[config.mk]
export PLATFORM = sky130hd
export DESIGN_NAME = hit_fifo
export DESIGN_NICKNAME = d
export VERILOG_FILES = /design/src/rtl/hit_fifo.sv
export SDC_FILE = /design/constraint.sdc
export NUM_CORES = 1
export LEC_CHECK = 0
export BUFFER_PORTS_ARGS = -buffer_cell sky130_fd_sc_hd__buf_2
export CORE_UTILIZATION = 55
export DETAILED_ROUTE_END_ITERATION = 16
export PLACE_DENSITY = 0.74
export SKIP_CTS_REPAIR_TIMING = 1
export SLEW_MARGIN = 20
export SYNTH_ARGS = -nofsm -noshare
export SYNTH_HDL_FRONTEND = slang
export SYNTH_SLANG_ARGS = --single-unit
[constraint.sdc]
create_clock -name clk -period 19.79 [get_ports clk]
set_input_delay 1.979 -clock clk [delete_from_list [all_inputs] [get_ports clk]]
set_output_delay 1.979 -clock clk [all_outputs]
set_load 0.02 [all_outputs]
[src/rtl/hit_fifo.sv]
// Hit record FIFO between the sample-test stage (R18) and the z-buffer (R19).
// Optional statistics outputs are enabled with `define HIT_FIFO_STATS_EN.
module hit_fifo #(
  parameter int SIGFIG = 24,
  parameter int RADIX  = 10,
  parameter int AXIS   = 3,
  parameter int COLORS = 3,
  parameter int DEPTH  = 8
) (
  input  logic                     clk,
  input  logic                     rst,
  input  logic                     hit_valid_R18H,
  input  logic signed [SIGFIG-1:0] hit_R18S [AXIS],
  input  logic        [SIGFIG-1:0] color_R18U [COLORS],
  output logic                     stall_R18H,
  output logic                     hit_valid_R19H,
  output logic signed [SIGFIG-1:0] hit_R19S [AXIS],
  output logic        [SIGFIG-1:0] color_R19U [COLORS],
  input  logic                     ready_R19H,
  output logic [$clog2(DEPTH):0]   occupancy,
`ifdef HIT_FIFO_STATS_EN
  output logic [31:0]              hit_count,
  output logic [$clog2(DEPTH):0]   max_occupancy,
`endif
  output logic                     overflow
);

  localparam int PW = $clog2(DEPTH);
  localparam int OW = PW + 1;
  localparam logic [OW-1:0] FULL = OW'(DEPTH);

  // RADIX only describes the fixed-point format; data passes through untouched.
  if (DEPTH < 2 || (DEPTH & (DEPTH - 1)) != 0) begin : g_bad_depth
    $error("hit_fifo: DEPTH must be a power of two >= 2");
  end
  if (RADIX < 0 || RADIX > SIGFIG) begin : g_bad_radix
    $error("hit_fifo: RADIX must lie within 0..SIGFIG");
  end

  logic signed [SIGFIG-1:0] mem_hit   [DEPTH][AXIS];
  logic        [SIGFIG-1:0] mem_color [DEPTH][COLORS];
  logic [PW-1:0] wr_ptr, rd_ptr;
  logic [OW-1:0] occ, occ_next;
  logic          push, pop;

  // Handshake: a side transfers on a rising edge when its valid is 1 and it is
  // not stalled (input) / the consumer is ready (output). Stall comes from
  // registered occupancy only, so a same-cycle pop never frees a slot for a push.
  assign stall_R18H     = (occ == FULL);
  assign hit_valid_R19H = (occ != '0);
  assign occupancy      = occ;
  assign push           = hit_valid_R18H && !stall_R18H;
  assign pop            = hit_valid_R19H && ready_R19H;

  always_comb begin
    occ_next = occ;
    if (push && !pop)      occ_next = occ + 1'b1;
    else if (!push && pop) occ_next = occ - 1'b1;
  end

  always_ff @(posedge clk or negedge rst) begin
    if (!rst) begin
      wr_ptr   <= '0;
      rd_ptr   <= '0;
      occ      <= '0;
      overflow <= 1'b0;
    end else begin
      if (push) wr_ptr <= wr_ptr + 1'b1;
      if (pop)  rd_ptr <= rd_ptr + 1'b1;
      occ <= occ_next;
      if (hit_valid_R18H && stall_R18H) overflow <= 1'b1;
    end
  end

  always_ff @(posedge clk) begin
    if (push) begin
      for (int a = 0; a < AXIS; a++)   mem_hit[wr_ptr][a]   <= hit_R18S[a];
      for (int c = 0; c < COLORS; c++) mem_color[wr_ptr][c] <= color_R18U[c];
    end
  end

  always_comb begin
    for (int a = 0; a < AXIS; a++)   hit_R19S[a]   = mem_hit[rd_ptr][a];
    for (int c = 0; c < COLORS; c++) color_R19U[c] = mem_color[rd_ptr][c];
  end

`ifdef HIT_FIFO_STATS_EN
  always_ff @(posedge clk or negedge rst) begin
    if (!rst) begin
      hit_count     <= '0;
      max_occupancy <= '0;
    end else begin
      if (push) hit_count <= hit_count + 32'd1;
      if (occ_next > max_occupancy) max_occupancy <= occ_next;
    end
  end
`endif

endmodule

==> results.cfg, run 1 <==
[routing]
drc = 0
dr.pass1.iters = 5
vias = 18933
antenna_left = 0
viasPerCell = 5.85
drtIter0Drc = 1463
wl_microns = 84600
routedWlPerCell_microns = 26.1

[cts]
clock-root-buffer = clkbuf_16
clk_latency_ps = 660
cts.sinks = 1163
path_clk_slew_ps = 60
cts_tree = yes
cts_buffers = 111
clockBufferDepth = 3
cts_htree_levels = 3

[power_and_ir_drop]
switching_power_uw = 2320
comb_power_share = 0.315
ir_drop_uv = 119
swShare = 0.307
internal_power_uw = 5240
leakagePower_uw = 0.0161
clockPowerShare = 0.258
powerDensity_mw_per_mm2 = 152
seqPwrFrac = 0.427

[synthesis]
syn_nets = 1882
synth_cells = 1728
synthArstFlopShare = 0.00946
synth_seq_area_share = 0.795
syn-cell-area_sq_mm = 0.0439
yosysWarningCount = 0
synth.avg_cell_area_sq_um = 25.4
synth_cell_types = 29
synth-edff-count = 1152
yosysMostFrequentCell = edfxtp_1
yosysTopAreaCell = edfxtp_1
synth_common_cells = 1,152 x edfxtp_1, 288 x mux4_2, 146 x mux2_2
yosys_register_bits = 1163
synth_flop_cell = edfxtp_1
synth.area.top_cells = edfxtp_1 79%, mux4_2 15%, mux2_2 3.7%
synth_top_area_frac = 0.789

[die]
die_height_microns = 284
io_pins = 299
rows = 103
initial_utilization = 0.555
core_area_sq_mm = 0.0790
die_x_microns = 284
dieArea_sq_mm = 0.0809

[setup_path]
crit_start = rd_ptr[0]
r2r_cells = 5
worstPathArrival_ps = 4080
worstPathMaxFanout = 50
path_cells = buf_6 > buf_4 > mux4_2 > mux2_2 > buf_2
r2r-end = mem_hit[4][49]
worst_path_largest_cell_delay_ps = 820
endpoint_kind = output port
worst_setup_path_start_kind = flip-flop
path_class = flip-flop to output port
r2r-start = occupancy[0]
critPathCapture = color_R19U[66]
worstPathRequired_ps = 17810
reg2reg_slack_ps = 15840
slowest_stage = dfrtp_4

[timing]
rsz0062_at_grt = false
slew_violations = 0
relSlewSlack = 0.268
min_period_over_period = 0.306
max_freq_mhz = 165
finalSetupTns_ps = 0
worst_pin_slew_ps = 1100
setup_viol = 0
skew_ps = 29.9
fin_crit_ps = 6060
hold_viol = 0
holdWs_ps = 480

[grt]
grt_pass1_vias = 20167
globalRouteOverflowTotal = 0
grt_usage = 0.212
antenna_found_initial = 14
grt_pass1_wl_microns = 127000
grt_start_max_net_pins = 93

[place]
gp_congestion = 0.712
numPortBuffers = 298
place_hpwl_microns = 44200

[finish]
area_growth_syn_to_layout_pct = 13.7
num-fill-cells = 5190
drive_gt1_frac = 0.423
layout.nets = 2246

[job]
drv_cap = 0

[status]
status = complete, no violations

[worst_hold_path]
hp-class = flip-flop to flip-flop
[metal layers]
metal  global-route usage  up-vias  part of all wire
met5                    0        -            0.0016
met3               0.0445      120             0.062
li1                     -     8183                 -
met2                0.357      565              0.52
met4               0.0622       20             0.019
met1                0.282    10045              0.40
[state kept, by name (all words and copies together) (netlist names)]
name and count:
rd_ptr 3, wr_ptr 3, occupancy 4, mem_color 576
mem_hit 576, overflow 1
[power groups by stage]
stage / Sequential, uW / Clock, uW / Combinational (uW)
finish: 3230 / 1950 / 2380
detailed placement: 3280 / 0 / 2420
floorplan: 3310 / 0 / 1790
global placement: 3260 / 0 / 2400
global route: 3260 / 2080 / 2530
CTS: 3240 / 1990 / 2430
[worst max-delay path, delay by kind of cell (launching register included)]
family	cells	cell delay (ps)
buffers and inverters	3	1590
muxes	2	920
DFF	1	820
[layout by cell type (no fill, tap or decap), types with 2 or more instances in the layout]
cell	count
inv_1	3
buf_12	2
nor3_2	4
nor2_4	3
or4_1	2
dfrtp_4	3
diode_2	4
bufinv_16	3
edfxtp_1	1152
o211ai_1	2
a21oi_1	2
clkbuf_1	34
dfrtp_1	8
nand2_1	5
nand2b_1	2
buf_2	298
clkbuf_16	114
buf_4	31
mux2_2	146
clkinv_1	22
nand3_1	5
inv_16	2
clkinvlp_4	3
xnor2_1	6
ha_1	5
clkinv_2	21
mux4_2	288
[cell type report]
class | instances | area [sq um] | share of cell area
antenna | 4 | 10.0 | 0.000201
clock buffer | 148 | 2980 | 0.0598
clock inverter | 54 | 388 | 0.00778
inverter | 3 | 11.3 | 0.000226
multi-input combinational | 481 | 8520 | 0.171
sequential | 1163 | 34900 | 0.699
tap | 1050 | 1310 | 0.0263
timing repair buffer | 332 | 1780 | 0.0356
[worst min-delay path by stage]
stage / slack, ps / cells after the start / end / from
5_1_grt: 500 / 1 / overflow / overflow
3_3_place_gp: 430 / 1 / overflow / overflow
6_report: 480 / 1 / overflow / overflow
3_5_place_dp: 470 / 1 / overflow / overflow
4_1_cts: 490 / 1 / overflow / overflow
2_1_floorplan: 530 / 1 / wr_ptr[2] / wr_ptr[2]
[per-stage QoR]
step           worst slack (ps)  area, sq um  utilization  total power, uW  cells
3_3_place_gp              14090        46500        0.589             5660   3029
6_report                  13730        49900        0.631             7560   3235
2_1_floorplan              3100        43900            -             5100   1728
5_1_grt                   13390        49900        0.631             7870   3233
4_1_cts                   13290        49900        0.631             7660   3231
3_5_place_dp              14050        46500        0.589             5700   3029
[cells by family after synthesis]
| logic type | share of synthesized area |
|---|---|
| buf+inv | 0.0119 |
| fa+ha+maj | 0.00188 |
| mux | 0.186 |
| simple gates | 0.00314 |
| flops | 0.795 |
| compound gates | 0.00111 |
| xor+xnor | 0.00120 |
Note: power is estimated with default switching activity, not from simulation.
==> run 2, diff against run 1 <==
--- a/config.mk
+++ b/config.mk
@@ -5,10 +5,11 @@
 export SDC_FILE = /design/constraint.sdc
 export NUM_CORES = 1
 export LEC_CHECK = 0
+export ABC_AREA = 1
 export BUFFER_PORTS_ARGS = -buffer_cell sky130_fd_sc_hd__buf_2
 export CORE_UTILIZATION = 55
 export DETAILED_ROUTE_END_ITERATION = 16
-export PLACE_DENSITY = 0.74
+export PLACE_DENSITY = 0.76
 export SKIP_CTS_REPAIR_TIMING = 1
 export SLEW_MARGIN = 20
 export SYNTH_ARGS = -nofsm -noshare
==> constraint.sdc (replaced) <==
create_clock -name clk -period 4.9 [get_ports clk]
set_input_delay 0.49 -clock clk [delete_from_list [all_inputs] [get_ports clk]]
set_output_delay 0.49 -clock clk [all_outputs]
set_load 0.02 [all_outputs]
==> results.cfg, run 2 <==
[setup_path]
worstPathMaxFanout = 88
path_class = flip-flop to output port
crit_buf_inv = 3
cp_num_cells = 7
r2r_cells = 7
worstPathArrival_ps = 3300
slowest_stage = buf_4
endpoint_kind = output port
worst_path_largest_cell_delay_ps = 770
path_cells = buf_4 > buf_4 > o21ai_0 > o21ai_1 > nand2_1 > nand2_1 > buf_2
worst_setup_path_start_kind = flip-flop
crit_family = buffers and inverters
worstPathRequired_ps = 4410

[place]
numPortBuffers = 298
pre_cts_ws_ps = 1870
place_inst = 5114
gp_congestion = 0.748
dpl_cell_area_sq_mm = 0.0488
place_hpwl_microns = 51700

[synthesis]
synth-xor-area-share = 0.000943
yosysWarningCount = 0
synth_cells = 3908
yosysMostFrequentCell = nand2_1
synth_cell_types = 26
synth-edff-count = 1152
synth_top_area_frac = 0.745
synth_mux_area_frac = 0
syn_nets = 4062
synthArstFlopShare = 0.00946
syn-cell-area_sq_mm = 0.0464
synth_seq_area_share = 0.751
yosys_register_bits = 1163
synth.avg_cell_area_sq_um = 11.9
synthAdderAreaFrac = 0.00178
synth-compound-area-share = 0.0628
synthSimpleGateAreaFrac = 0.155
synth_flop_cell = edfxtp_1
synth.area.top_cells = edfxtp_1 75%, nand2_1 13%, o21ai_0 3.6%
yosysTopAreaCell = edfxtp_1
synth_top_family_by_area = simple AND/OR/NAND/NOR gates
synth_common_cells = 1,614 x nand2_1, 1,152 x edfxtp_1, 336 x o21ai_0

[grt]
grt_pass1_vias = 28979
grt_start_max_net_pins = 271
grt_pass1_wl_microns = 161000
antenna_found_initial = 16
globalRouteOverflowTotal = 0
grt_usage = 0.243

[power_and_ir_drop]
ir_drop_uv = 733
power.total_uw = 33200
powerDensity_mw_per_mm2 = 632
leakagePower_uw = 0.0198

[timing]
min_period_over_period = 0.773
setup_ws_ps = 1110
hold_viol = 0
worst_pin_slew_ps = 1170
relSlewSlack = 0.220
setup_viol = 0
skew_ps = 18.6
max_freq_mhz = 264
slew_violations = 0
fin_crit_ps = 3790
rsz0062_at_grt = false

[routing]
antenna_left = 0
wl_microns = 105000
routedWlPerCell_microns = 19.7
viasPerCell = 5.52
drc = 0
drtIter0Drc = 2650
vias = 29472
dr.pass1.iters = 5

[cts]
cts_htree_levels = 3
clock-root-buffer = clkbuf_16
path_clk_slew_ps = 60
cts.sinks = 1163
cts_buffers = 115
clk_latency_ps = 670
cts_tree = yes
clockBufferDepth = 3

[finish]
num-fill-cells = 6158
layout.nets = 4306
final_util = 0.629
fin_area_sq_mm = 0.0526
fin_cells = 5339
final_common_cell = nand2_1
area_growth_syn_to_layout_pct = 13.3
drive_gt1_frac = 0.124
mostFrequentLayoutCells = 1,614 x nand2_1, 1,152 x edfxtp_1, 336 x o21ai_0, 298 x buf_2, 290 x nor2_1

[die]
die_height_microns = 293
rows = 106
dieArea_sq_mm = 0.0856
die_x_microns = 293
initial_utilization = 0.556
core_area_sq_mm = 0.0836
io_pins = 299

[worst_hold_path]
whs_path_depth = 2
hp-class = input pin to flip-flop

[job]
drv_cap = 0

[status]
status = complete, no violations
==> run 2: changes by cell type in the layout (fill, tap and decap cells not counted), sizes merged, moves of 3 or more <==
cell    delta
diode      +3
mux4     -288
o21ai    +579
inv       +10
bufinv    +11
mux2     -147
buf       +15
clkbuf    -10
clkinv    +12
nor3       -5
nand2   +1609
nor2     +295
==> run 2: cell families (layout without fill, tap and decap cells) <==
| family | after synthesis | in the layout |
|---|---|---|
| xor gates and xnor gates | 5 | 5 |
| adders and majority gates | 6 | 6 |
| DFF | 1163 | 1163 |
| AOI/OAI and AO/OA | 582 | 582 |
| and+or+nand+nor | 1918 | 1918 |
| buffers and inverters | 234 | 578 |
| other | 0 | 7 |
==> run 2: area by class of cell <==
| class | instances | area, sq um | area share |
|---|---|---|---|
| clock inverter | 79 | 757 | 0.0144 |
| sequential | 1163 | 34900 | 0.663 |
| tap | 1080 | 1350 | 0.0257 |
| timing repair buffer | 348 | 2180 | 0.0415 |
| antenna | 7 | 17.5 | 0.000333 |
| multi-input combinational | 2511 | 10300 | 0.196 |
| inverter | 13 | 87.6 | 0.00167 |
| clock buffer | 138 | 3010 | 0.0572 |
==> run 2: worst paths after layout <==
| path | start | to | slack [ps] |
|---|---|---|---|
| max | rd_ptr[0] | color_R19U[71] | 1110 |
| min | hit_valid_R18H | overflow | 40 |
| max reg2reg | occupancy[0] | mem_hit[7][12] | 2040 |
| min reg2reg | overflow | overflow | 460 |
| max in group asynchronous | rst | rd_ptr[2] | 4420 |
| min in group asynchronous | rst | overflow | 230 |
==> run 2: power by group <==
group          internal, uW  total (uW)  switching [uW]
Combinational          3160       11800            8630
Sequential            12400       12700             344
Clock                  5100        8710            3610
Total                 20700       33200           12600
==> run 2: through the flow <==
step	setup TNS (ps)	hold slack (ps)
finish	0	42.9
global route	0	30.4
floorplan	-448660	194
detailed placement	0	383
global placement	0	384
CTS	0	-338
==> run 2: per-layer routing <==
metal | up-vias | share of wire | GRT usage | routed length, microns
li1 | 13902 | - | - | -
met1 | 14239 | 0.40 | 0.321 | 42100
met2 | 1139 | 0.50 | 0.414 | 52800
met3 | 172 | 0.077 | 0.0414 | 8070
met4 | 20 | 0.021 | 0.0765 | 2190
met5 | - | 0.0010 | 0 | 110
